$ cat config.mk
export PLATFORM = sky130hd
export DESIGN_NAME = uart_cmd_parser
export DESIGN_NICKNAME = d
export VERILOG_FILES = /design/src/rtl/uart_cmd_parser.sv
export SDC_FILE = /design/constraint.sdc
export NUM_CORES = 1
export LEC_CHECK = 0
export CORE_MARGIN = 5
export CORE_UTILIZATION = 49
export DETAILED_ROUTE_END_ITERATION = 7
export GPL_ROUTABILITY_DRIVEN = 0
export PLACE_DENSITY_LB_ADDON = 0.12
export REMOVE_ABC_BUFFERS = 1
export SLEW_MARGIN = 20
export SYNTH_ARGS = -nofsm -noshare
export SYNTH_HDL_FRONTEND = slang
export SYNTH_SLANG_ARGS = --single-unit
$ cat constraint.sdc
create_clock -name clk -period 2.75 [get_ports clk]
set_input_delay 0.55 -clock clk [delete_from_list [all_inputs] [get_ports clk]]
set_output_delay 0.55 -clock clk [all_outputs]
set_load 0.01 [all_outputs]
$ cat src/rtl/uart_cmd_parser.sv
// uart_cmd_parser: turns 'W'/'R' command frames from the UART receiver into SDRAM requests
// and returns either the read word (high byte first) or an acknowledge byte to the transmitter.
module uart_cmd_parser #(
   parameter int         ADDR_W         = 24,
   parameter int         TIMEOUT_CYCLES = 50000,
   parameter logic [7:0] ACK_BYTE       = 8'h4B
) (
   input  logic              clk,
   input  logic              rst,
   input  logic [7:0]        rx_data,
   input  logic              rx_valid,
   output logic              cmd_valid,
   input  logic              cmd_ready,
   output logic              cmd_write,
   output logic [ADDR_W-1:0] cmd_addr,
   output logic [15:0]       cmd_wdata,
   input  logic              rd_valid,
   input  logic [15:0]       rd_data,
   output logic              tx_valid,
   input  logic              tx_ready,
   output logic [7:0]        tx_data,
   output logic              busy,
   output logic              err_pulse
);
   localparam int TW = TIMEOUT_CYCLES > 2 ? $clog2(TIMEOUT_CYCLES) : 1;
   typedef enum logic [2:0] {IDLE, ADDR, WDATA, ISSUE, WAIT_RD, TX_HI, TX_LO, TX_ACK} state_t;
   state_t        state;
   logic [1:0]    nbyte;
   logic [TW-1:0] tcnt;
   logic [23:0]   addr_q;
   logic [7:0]    rd_lo;
   logic          timing, taken, abort, overrun;
   assign cmd_addr = addr_q[ADDR_W-1:0];
   assign timing   = state inside {ADDR, WDATA, WAIT_RD};
   assign taken    = state == WAIT_RD ? rd_valid : rx_valid;
   assign abort    = timing && tcnt == TW'(TIMEOUT_CYCLES - 1) && !taken;
   assign overrun  = rx_valid && state inside {ISSUE, WAIT_RD, TX_HI, TX_LO, TX_ACK};
   always_ff @(posedge clk) begin
      if (rst) begin
         state     <= IDLE;
         nbyte     <= '0;
         tcnt      <= '0;
         addr_q    <= '0;
         rd_lo     <= '0;
         cmd_valid <= 1'b0;
         cmd_write <= 1'b0;
         cmd_wdata <= '0;
         tx_valid  <= 1'b0;
         tx_data   <= '0;
         busy      <= 1'b0;
         err_pulse <= 1'b0;
      end else begin
         tcnt      <= timing ? tcnt + 1'b1 : '0;
         err_pulse <= overrun;
         case (state)
            IDLE: if (rx_valid) begin
               if (rx_data == 8'h57 || rx_data == 8'h52) begin
                  cmd_write <= rx_data == 8'h57;
                  nbyte     <= '0;
                  busy      <= 1'b1;
                  state     <= ADDR;
               end else err_pulse <= 1'b1;
            end
            ADDR: if (rx_valid) begin
               addr_q <= {addr_q[15:0], rx_data};
               tcnt   <= '0;
               nbyte  <= nbyte == 2'd2 ? 2'd0 : nbyte + 2'd1;
               if (nbyte == 2'd2) begin
                  state     <= cmd_write ? WDATA : ISSUE;
                  cmd_valid <= !cmd_write;
               end
            end
            WDATA: if (rx_valid) begin
               cmd_wdata <= {cmd_wdata[7:0], rx_data};
               tcnt      <= '0;
               nbyte     <= nbyte == 2'd1 ? 2'd0 : nbyte + 2'd1;
               if (nbyte == 2'd1) begin
                  state     <= ISSUE;
                  cmd_valid <= 1'b1;
               end
            end
            ISSUE: if (cmd_ready) begin
               cmd_valid <= 1'b0;
               tcnt      <= '0;
               state     <= cmd_write ? TX_ACK : WAIT_RD;
               if (cmd_write) begin
                  tx_valid <= 1'b1;
                  tx_data  <= ACK_BYTE;
               end
            end
            WAIT_RD: if (rd_valid) begin
               rd_lo    <= rd_data[7:0];
               tx_data  <= rd_data[15:8];
               tx_valid <= 1'b1;
               tcnt     <= '0;
               state    <= TX_HI;
            end
            TX_HI: if (tx_ready) begin
               tx_data <= rd_lo;
               state   <= TX_LO;
            end
            TX_LO, TX_ACK: if (tx_ready) begin
               tx_valid <= 1'b0;
               busy     <= 1'b0;
               state    <= IDLE;
            end
            default: state <= IDLE;
         endcase
         // a byte or read word arriving on the terminal count wins over the timeout
         if (abort) begin
            state     <= IDLE;
            busy      <= 1'b0;
            tcnt      <= '0;
            err_pulse <= 1'b1;
         end
      end
   end
endmodule
==> results.md <==
- Leading cell type in the layout, fill and taps excluded: nand2_1
- Max stage delay on crit path: 0.60 ns
- Top-area cell type share of the netlist area: 48.0%
- Clk slew on worst S/H paths: 0.08 ns
- Internal: 1.77 mW
- Distinct cells, synth: 46
- Setup crit end kind: flop
- Area Overhead vs Synth: 31.8%
- Num CTS Buffers: 9
- Status: finished, final reports clean
- Sequential fraction of the synthesis area: 48.0%
- Post-detailed-route count of antenna-violating nets: 0
- # clock sinks: 82
- H-tree levels: 3
- Power share of the sequential group: 53.0%
- Post-CTS Hold Buffers: 0
- Die Span Y: 93.6 µm
- Synth Instances: 424
- Total net switching power: 0.471 mW
- Hpwl dp: 5620 µm
- Setup Fix Bufs, Post-CTS: 0
- PortBufs: 82
- Io pins: 83
- Nets@finish: 527
- Crit path max-delay cell type: o311ai_4
- Crit path required time: 2.96 ns
- Fmax: 450 MHz
- Root Buffer Master: clkbuf_8
- Worst setup path category: flop to flop
- Final setup violation count: 0
- Max VDD drop: 0.354 mV
- Synthesized area: 3420 µm²
- HP Class: flop to flop
- Core area: 6790 µm²
- Min Tclk post-route: 2.22 ns
- TritonCTS clock tree: yes
- PD cells: 497 nW/µm²
- Synth Area in XOR/XNOR: 3.84%
- Die X: 93.6 µm
- WP depth: 4
- Comb pwr share: 3.8%
- Switching share of power: 21.0%
- Hold Crit Depth: 1
- Max Cap Viol: 0
- Total count of hold-check failures in the final report: 0
- Worst Path Max Fanout: 16
- Leading area contributor after synthesis: dfxtp_1
- Number of flops mapped to enable cells by yosys: 0
- RSZ-0062 raised after global routing: no
- Buf/Inv on CP: 0
- Synth Area in Simple Gates: 25.7%
- Post-CTS Resized: 0
- CP Launch Type: flop
- Flop and latch count out of synthesis: 82
- Deepest clock path buffer count: 2
- Clock Latency Late Sink: 0.36 ns
- Fill count: 597
- Worst slew margin: 46.9%
- Total number of vias: 3,039
- ANT cells: 0
- Final Slew Violations: 0
- Mean Syn Cell Area: 8.07 µm²
- Synth Area in Adders: 0.366%
- Grt ovf: 0
- Clk_skew: 0.0127 ns
- Commonest cells after routing, fill and taps aside: nand2_1 (110), dfxtp_1 (82), clkdlybuf4s50_1 (81)
- Drc violations: 0
- Clock power share: 43.2%
- Worst EP arrival: 2.43 ns
- Top cells by area, synth: dfxtp_1 (48%), nand2_1 (12%), a21oi_1 (8.5%), nor2_1 (3.8%), mux2i_1 (3.8%)
- Most used DFF post-synth: dfxtp_1
- Uppermost layer routed: met4
- Initial antenna violation count: 0
- Final WL: 7980 µm
- Mux contribution to synthesized area: 3.80%
- # rows: 30
- WL/cell: 13.4 µm
- Die area: 8760 µm²
- Yosys warns: 0
- Met1 WL: 3630 µm
- GR Util All Layers: 18.7%
- Met2 WL: 3800 µm
- 1st-iter DRT viols: 130
- CP Cell Sequence: or4b_1, or4_4, o311ai_4, nor2_1
- Cell count of the worst reg-to-reg path: 4
- Starting Density: 50.4%
- Fin crit share: 80.8%
- Lkg Pwr: 1.47 nW
- Critical path's top delay family: simple AND/OR/NAND/NOR gates
- Pre-antenna DRT Iters: 4
- Met3 WL: 363 µm
- Final hold slack: 0.448 ns
- Vias in the first global route: 2,850
- Setup TNS: 0 ns
- Via density: 5.09
- Largest net degree at the start of global routing: 35
- Largest family of logic cells by synthesized area: simple AND/OR/NAND/NOR gates
- Worst slew pin tran: 0.796 ns
- Synth Area in Compound Gates: 14.6%
- Layout cells sized above 1: 5.59%
- Asr flop ratio synth: 0%
- First-pass GRT wire length: 13,200 µm
-- Yosys cell counts, types with 6 or more instances --
cell / instances
o21ai_0: 11
nand2_1: 110
xor2_1: 9
and3_1: 6
mux2i_1: 13
nor2_1: 35
clkbuf_1: 18
nor3_1: 6
inv_1: 6
xnor2_1: 6
a21oi_1: 58
nand3_1: 9
dfxtp_1: 82
-- cell type report --
cell class                 count  area (µm²)  area share [%]
timing repair buffer          86         846            18.7
inverter                       6        22.5           0.499
tap                           96         120            2.66
clock inverter                 6        90.1            2.00
multi-input combinational    311        1650            36.7
clock buffer                  10         138            3.05
sequential                    82        1640            36.4
-- power by group through the flow --
stage          registers, mW  logic (mW)  clock network (mW)
2_1_floorplan           1.22      0.0144                   0
3_3_place_gp            1.22      0.0829                   0
3_5_place_dp            1.22      0.0843                   0
4_1_cts                 1.19      0.0847               0.992
5_1_grt                 1.19      0.0912                1.04
6_report                1.19      0.0841               0.969
-- worst reg2reg max path, stage by stage, from the launching register on --
cell      delay, ns
dfxtp_1        0.35
or4b_1         0.51
or4_4          0.51
o311ai_4       0.60
nor2_1         0.11
-- flip-flops by register name, indices dropped and copies added (netlist names) --
name / count
rd_lo: 8
err_pulse: 1
tx_valid: 1
cmd_addr: 24
tx_data: 8
cmd_valid: 1
state: 3
cmd_wdata: 16
busy: 1
tcnt: 16
nbyte: 2
cmd_write: 1
-- metal layers --
layer	global-route usage (%)	vias to the layer above
met4	9.63	0
met3	3.46	17
met5	0	-
met1	23.6	1378
li1	-	1569
met2	30.4	75
-- kinds of logic after synthesis --
kind of cell | Yosys count
xor+xnor | 15
buf+inv | 31
mux | 13
flops | 82
compound gates | 86
simple gates | 196
fa+ha+maj | 1
-- through the flow --
step | util, % | setup WS, ns | power [mW] | cells | cell area, µm²
global route | 66.4 | 0.266 | 2.32 | 597 | 4510
detailed placement | 63.1 | 0.319 | 1.30 | 581 | 4280
global placement | 63.1 | 0.397 | 1.30 | 581 | 4280
finish | 66.4 | 0.528 | 2.24 | 597 | 4510
floorplan | - | 0.423 | 1.23 | 399 | 3320
CTS | 66.4 | 0.488 | 2.26 | 597 | 4510
-- worst paths after layout --
kind	from	slack [ns]	end
worst max-delay path	tcnt[4]	0.53	tcnt[7]
worst min-delay path	tcnt[0]	0.45	tcnt[0]
worst max register to register	tcnt[4]	0.53	tcnt[7]
worst min register to register	tcnt[0]	0.45	tcnt[0]
Note: power is estimated with default switching activity, not from simulation.
